==> config.mk <==
export PLATFORM = sky130hd
export DESIGN_NAME = parity_engine
export DESIGN_NICKNAME = d
export VERILOG_FILES = /design/src/rtl/parity_pkg.sv /design/src/rtl/parity_func.sv /design/src/rtl/parity_engine.sv
export SDC_FILE = /design/constraint.sdc
export NUM_CORES = 1
export LEC_CHECK = 0
export CORE_UTILIZATION = 52
export CTS_BUF_LIST = sky130_fd_sc_hd__clkbuf_8
export CTS_CLUSTER_DIAMETER = 120
export DETAILED_ROUTE_END_ITERATION = 8
export GPL_ROUTABILITY_DRIVEN = 0
export PLACE_DENSITY = 0.86
export SETUP_SLACK_MARGIN = 0.02
export SYNTH_ARGS = -nofsm -noshare
export SYNTH_HDL_FRONTEND = slang
export SYNTH_SLANG_ARGS = --single-unit
==> constraint.sdc <==
create_clock -name CLK -period 2.65 [get_ports CLK]
set_clock_uncertainty 0.2 [all_clocks]
set_input_delay 0.53 -clock CLK [delete_from_list [all_inputs] [get_ports CLK]]
set_output_delay 0.53 -clock CLK [all_outputs]
set_load 0.02 [all_outputs]
==> src/rtl/parity_pkg.sv <==
// -----------------------------------------------------------------------------
// parity_pkg
//   Shared definitions for the UART parity engine:
//     - par_typ_t : parity mode encodings (even / odd / mark / space)
//     - state_t   : serial checker FSM states
//     - apply_mode: maps a reduction-XOR of the data onto the parity bit for a
//                   given mode. The parallel generator and the serial checker
//                   both go through this one decode, so they cannot disagree.
// -----------------------------------------------------------------------------
package parity_pkg;

  typedef enum logic [1:0] {
    PAR_EVEN  = 2'b00,
    PAR_ODD   = 2'b01,
    PAR_MARK  = 2'b10,
    PAR_SPACE = 2'b11
  } par_typ_t;

  typedef enum logic [1:0] {
    ST_IDLE = 2'b00,
    ST_DATA = 2'b01,
    ST_PAR  = 2'b10
  } state_t;

  // red is the XOR of all data bits (1 when the data holds an odd number of
  // ones). Even parity appends red so the total count of ones becomes even;
  // odd parity appends its complement. With parity disabled the bit is 0.
  function automatic logic apply_mode(input logic     red,
                                      input logic     en,
                                      input par_typ_t typ);
    logic p;
    p = 1'b0;
    if (en) begin
      case (typ)
        PAR_EVEN:  p = red;
        PAR_ODD:   p = ~red;
        PAR_MARK:  p = 1'b1;
        PAR_SPACE: p = 1'b0;
        default:   p = 1'b0;
      endcase
    end
    return p;
  endfunction

endpackage

==> src/rtl/parity_func.sv <==
// -----------------------------------------------------------------------------
// parity_func
//   Combinational parity function f(d, par_en, par_typ) over a DATA_WIDTH word.
//
// Ports
//   d        in   DATA_WIDTH  data word
//   par_en   in   1           parity enabled (0 forces par to 0)
//   par_typ  in   par_typ_t   parity mode
//   par      out  1           parity bit for the word
// -----------------------------------------------------------------------------
module parity_func
  import parity_pkg::*;
#(
  parameter int DATA_WIDTH = 8
) (
  input  logic [DATA_WIDTH-1:0] d,
  input  logic                  par_en,
  input  par_typ_t              par_typ,
  output logic                  par
);

  assign par = apply_mode(^d, par_en, par_typ);

endmodule

==> src/rtl/parity_engine.sv <==
// -----------------------------------------------------------------------------
// parity_engine
//   Parity unit shared by UART TX and RX.
//   Parallel path: registered parity bit for a TX word, one cycle after
//   data_valid, with a one-cycle valid pulse.
//   Serial path: bit-serial accumulation of an RX frame (data LSB first, then
//   an optional parity bit) and comparison against the expected parity.
//
// Parameters
//   DATA_WIDTH   data bits per frame (1..16)
//
// Ports
//   CLK          in   1           system clock, rising edge
//   RST          in   1           asynchronous active-low reset
//   par_en       in   1           parity bit present in frame
//   par_typ      in   2           00 even, 01 odd, 10 mark, 11 space
//   data_valid   in   1           TX word strobe
//   P_DATA       in   DATA_WIDTH  TX word
//   par_bit      out  1           registered TX parity bit
//   par_bit_vld  out  1           par_bit updated this cycle
//   ser_start    in   1           new RX frame begins
//   ser_stb      in   1           ser_bit valid this cycle
//   ser_bit      in   1           RX serial bit
//   chk_done     out  1           RX check complete (1-cycle pulse)
//   par_err      out  1           parity mismatch of last RX frame
// -----------------------------------------------------------------------------
module parity_engine
  import parity_pkg::*;
#(
  parameter int DATA_WIDTH = 8
) (
  input  logic                  CLK,
  input  logic                  RST,
  input  logic                  par_en,
  input  logic [1:0]            par_typ,
  input  logic                  data_valid,
  input  logic [DATA_WIDTH-1:0] P_DATA,
  output logic                  par_bit,
  output logic                  par_bit_vld,
  input  logic                  ser_start,
  input  logic                  ser_stb,
  input  logic                  ser_bit,
  output logic                  chk_done,
  output logic                  par_err
);

  localparam int CNT_W = $clog2(DATA_WIDTH + 1);
  // Counter value seen while the final data bit is being strobed in.
  localparam logic [CNT_W-1:0] LAST_IDX = CNT_W'(DATA_WIDTH - 1);

  // ---------------------------------------------------------------------------
  // Parallel path
  // ---------------------------------------------------------------------------
  logic par_calc;

  parity_func #(
    .DATA_WIDTH(DATA_WIDTH)
  ) u_func (
    .d      (P_DATA),
    .par_en (par_en),
    .par_typ(par_typ_t'(par_typ)),
    .par    (par_calc)
  );

  // NOTE: registers are written with non-blocking assignments so every flop
  // samples pre-edge values, independent of the order of always blocks.
  always_ff @(posedge CLK or negedge RST) begin
    if (!RST) begin
      par_bit     <= 1'b0;
      par_bit_vld <= 1'b0;
    end else begin
      par_bit_vld <= data_valid;
      if (data_valid) begin
        par_bit <= par_calc;
      end
    end
  end

  // ---------------------------------------------------------------------------
  // Serial path: state register plus next-state/output logic
  // ---------------------------------------------------------------------------
  state_t           state_q, state_d;
  logic [CNT_W-1:0] cnt_q, cnt_d;
  logic             acc_q, acc_d;
  logic             en_q, en_d;
  par_typ_t         typ_q, typ_d;
  logic             done_d;
  logic             err_d;
  logic             exp_bit;

  // Expected parity bit for the frame, decoded with the mode latched at start.
  // Only consulted in ST_PAR, which is entered only with parity enabled.
  assign exp_bit = apply_mode(acc_q, 1'b1, typ_q);

  always_ff @(posedge CLK or negedge RST) begin
    if (!RST) begin
      state_q  <= ST_IDLE;
      cnt_q    <= '0;
      acc_q    <= 1'b0;
      en_q     <= 1'b0;
      typ_q    <= PAR_EVEN;
      chk_done <= 1'b0;
      par_err  <= 1'b0;
    end else begin
      state_q  <= state_d;
      cnt_q    <= cnt_d;
      acc_q    <= acc_d;
      en_q     <= en_d;
      typ_q    <= typ_d;
      chk_done <= done_d;
      par_err  <= err_d;
    end
  end

  // NOTE: every signal written here gets a default first, so no branch can
  // leave one unassigned and infer a latch.
  always_comb begin
    state_d = state_q;
    cnt_d   = cnt_q;
    acc_d   = acc_q;
    en_d    = en_q;
    typ_d   = typ_q;
    done_d  = 1'b0;
    err_d   = par_err;

    if (ser_start) begin
      // Start has priority in every state: it aborts any frame in progress
      // without a chk_done, and a same-cycle strobe is not counted.
      state_d = ST_DATA;
      cnt_d   = '0;
      acc_d   = 1'b0;
      err_d   = 1'b0;
      en_d    = par_en;
      typ_d   = par_typ_t'(par_typ);
    end else begin
      case (state_q)
        ST_IDLE: begin
          // Strobes outside a frame are ignored.
        end

        ST_DATA: begin
          if (ser_stb) begin
            acc_d = acc_q ^ ser_bit;
            cnt_d = cnt_q + CNT_W'(1);
            if (cnt_q == LAST_IDX) begin
              if (en_q) begin
                state_d = ST_PAR;
              end else begin
                state_d = ST_IDLE;
                done_d  = 1'b1;
                err_d   = 1'b0;
              end
            end
          end
        end

        ST_PAR: begin
          if (ser_stb) begin
            err_d   = (ser_bit != exp_bit);
            done_d  = 1'b1;
            state_d = ST_IDLE;
          end
        end

        default: begin
          state_d = ST_IDLE;
        end
      endcase
    end
  end

endmodule

# Word level (Yosys, flattened, before mapping)
# Cells that the tools add are included.
# op_classes
add_sub_neg	1
n_mul	0
div_mod_pow	0
magnitude_cmp	0
eq_ne	15
shift	0
muxes	27
bitwise	3
n_reduce_logical	10
# op_table
operator	n
1-bit two-way mux	14
4-bit two-way mux	3
3-bit != test (second input constant)	4
2-bit == test (second input constant)	5
2-bit two-way mux	5
1-bit one-hot mux with 4 select lines	2
8-bit parity	1
2-bit by 1-bit == test with 1-bit output (second input constant)	3
2-bit zero test	3
2-bit one-hot mux with 3 select lines	1
5-bit AND reduction	1
4-bit by 1-bit adder with 4-bit output (second input constant)	1
4-bit by 3-bit == test with 1-bit output (second input constant)	1
1-bit one-hot mux with 2 select lines	2
4-bit AND reduction	1
2-bit nonzero test	2
3-bit nonzero test	1
2-bit != test (second input constant)	1
1-bit inverter	2
2-bit AND reduction	1
1-bit != test	1
1-bit bitwise XOR	1
# word_totals
reg_bits	14
latch_bits	0
ram_bits	0
romBits	0
word_cells	65
n_memories	0

# Depth between registers and ports, before layout
# logic_depth
depth_word	6
mapped_depth	8

# Hierarchy
# A second synthesis with hierarchy kept.
# unflattened
cells_unflattened	78
area_unflattened_um2	820.8
# modules_own_cells
module	instances	cells_each	area_per_inst_um2	seq_area_each_um2
parity_engine	1	68	742.0	350.3
parity_func	1	10	78.8	0.0

# Worst setup path before layout
# OpenSTA, ideal clock, no wires.
# synth_timing
path_type	input-to-reg
from	input P_DATA[7]
to	register par_bit
arrival_time_ns	1.460
setup_slack_ns	0.870
path_stages	5
n_path_buf	0
cell_sequence	xor2_1 -> xnor2_1 -> xnor2_1 -> or3_1 -> a41o_1
# synth_between
elab_chain_len	4
# synth_rtl
item	line	source
from (decl)	parity_engine.sv:37	input logic [DATA_WIDTH-1:0] P_DATA,
8-bit parity (*)	parity_func.sv:22	assign par = apply_mode(^d, par_en, par_typ);
1-bit inverter	parity_pkg.sv:36	PAR_ODD: p = ~red;
1-bit one-hot mux with 4 select lines (*)	parity_pkg.sv:34	case (typ)
1-bit two-way mux (*)	parity_pkg.sv:33	if (en) begin
to (signal assigned)	parity_engine.sv:74	par_bit <= par_calc;
to (decl)	parity_engine.sv:38	output logic par_bit,
# Every way passes the cells marked *; elsewhere a longest branch is shown, timed or not.
# A chain may end at the register's enable or synchronous reset.

# Worst setup path after layout
# layout_timing
from	input P_DATA[6]
to	register par_bit
# Same word-level chain as after synthesis.

==> results.cfg <==
[status]
status = completed

[timing]
period_needed_ps = 2020
fin_ws_ps = 625
tns_ps = 0
setup_viol = 0
rsz0062_at_grt = no
finalCritPeriodShare_pct = 76.4
drv_slew = 0
worstMarginPinSlew_ps = 589
relSlewSlack_pct = 60.6
max_freq_ghz = 0.494
hold_violations = 0

[synthesis]
synth_nets = 96
synth_area_um2 = 749
synth_top_area_share_pct = 46.7
synth_area_leaders = dfrtp_1 (47%), xnor2_1 (8.2%), ha_1 (6.7%)
synth_seq_area_share_pct = 46.7
syn_inst = 75
synth_warnings = 0
synthDistinctLibCells = 23
ys_ff_latch = 14
yosysTopAreaCell = dfrtp_1
synth_area_per_cell_um2 = 9.99

[grt]
grt_overflow = 0
met1_usage_pct = 22.8
antenna_found_initial = 0
grt_usage_pct = 20.5
globalRouteMet2Util_pct = 32.7
grt_max_degree = 15
grt_pass1_wl_um = 2060
grt_pass1_vias = 524
busiest_layer = met2
use_met3_pct = 9.44

[setup_path]
cp.required_ps = 2580
path_max_fanout = 2
path_class = input port to flip-flop
endpoint_kind = flip-flop
cp-start-kind = input port
critical_path_arrival_ps = 1960

[clock_network]
clock_path_buffers = 2
post_cts_buffers = 0
tritoncts = yes
cts-resized-gates = 0
ctsHoldBuffers = 0
cts_made_buffers = 3
root_buffer = clkbuf_8
clkTransAtPathRegs_ps = 60
h-tree-depth = 1
insertion_delay_ps = 240
clock_sinks = 14

[die]
core_region_area_mm2 = 0.00132
pin_count = 21
start_util_pct = 56.9
rows = 13
die_h_um = 40.0
dieArea_mm2 = 0.00160
die_width_um = 40.0

[final_layout]
antenna_cells = 0
layout-drive-gt1-share_pct = 7.14
final_cell_mix = clkdlybuf4s50_1 (20), dfrtp_1 (14), nor2_1 (7), xnor2_1 (7), o21ai_0 (6)
fillers = 77
syn2layout_area_growth_pct = 36.4
regArea_um2 = 350
final_common_cell = clkdlybuf4s50_1
multi_input_area_um2 = 379
nNetsFinal = 120

[run]
cap_violations = 0

[pwr]
vdd_ir_drop_max_v = 0.000413
power_leakage_nw = 0.445
power_density_mw_per_mm2 = 603

[drt]
drc_errors = 0
via_count = 608
first_iter_violations = 13
drt-total-wl_um = 1360
ant_nets = 0
vias_per_cell = 5.38
wl_per_cell_um = 12.1
dr.pass1.iters = 5

[placement]
dpl_worst_slack_ps = 354
io_buffers = 20

[hold_path]
hold_path.class = flip-flop to flip-flop
## worst max-delay path, stage by stage
cell,delay (ps)
clkdlybuf4s50_1,470
xor2_1,170
xnor2_1,150
xnor2_1,100
or3_1,310
a41o_1,230
## cells in the mapped netlist
library cell and count:
o32ai_1 1, nand2_1 5, nor2_1 7, or3_1 2, nand3_1 4, ha_1 4
mux2_2 2, a21oi_1 3, o41ai_1 1, clkbuf_2 1, nor3_1 1, xor2_1 5
o31ai_1 1, a31oi_1 1, xnor2_1 7, nand2b_1 2, inv_1 3, dfrtp_1 14
nor2b_1 2, nand3b_1 1, a41o_1 1, o21ai_0 6, clkbuf_1 1
## path summary, 6_finish.rpt
kind | to | start | slack (ps) | depth (start not counted)
setup / recovery | par_bit | P_DATA[6] | 630 | 6
hold / removal | typ_q[1] | typ_q[1] | 310 | 1
setup reg to reg | par_err | state_q[1] | 740 | 6
hold reg to reg | typ_q[1] | typ_q[1] | 310 | 1
max in group asynchronous | par_err | RST | 1400 | 1
min in group asynchronous | en_q | RST | 460 | 1
## metal layers
metal	up-vias	part of all wire (%)
met2	37	46
li1	300	-
met1	266	43
met5	-	0
met3	5	9.0
met4	0	2.1
## power breakdown
part | total (W) | switching, W | internal (W)
Clock | 0.000202 | 0.0000709 | 0.000131
Sequential | 0.000252 | 0.0000160 | 0.000236
Combinational | 0.000162 | 0.0000812 | 0.0000808
## area by class of cell
cell class	count	area share (%)
Clock buffer	4	5.39
Multi-Input combinational cell	56	37.1
Tap cell	15	1.84
Sequential cell	14	34.3
Timing Repair Buffer	21	20.3
Inverter	3	1.10
## state kept, by name, summed over array words and instances, names as in the netlist
signal / count
cnt_q: 4
state_q: 2
typ_q: 2
acc_q: 1
chk_done: 1
en_q: 1
par_bit: 1
par_bit_vld: 1
par_err: 1
## stage by stage
stage / utilization (%) / hold slack [ps] / power, W / cells / area (um2)
after floorplan: - / 34.4 / 0.000358 / 75 / 749
after detailed placement: 73.4 / 296 / 0.000418 / 109 / 967
final: 77.6 / 315 / 0.000617 / 113 / 1020
after global routing: 77.6 / 342 / 0.000658 / 113 / 1020
after CTS: 77.6 / 324 / 0.000622 / 113 / 1020
after global placement: 73.4 / 287 / 0.000413 / 109 / 967
## kinds of logic (layout without fill, tap and decap cells)
group	after synthesis	in the layout	synth area share, %
compound gates	14	14	11.5
xor+xnor	12	12	14.0
fa+ha+maj	4	4	6.68
buf+inv	5	28	2.67
flops	14	14	46.7
mux	2	2	3.00
simple gates	24	24	15.4
No activity file was read; power rests on OpenSTA's default activity.
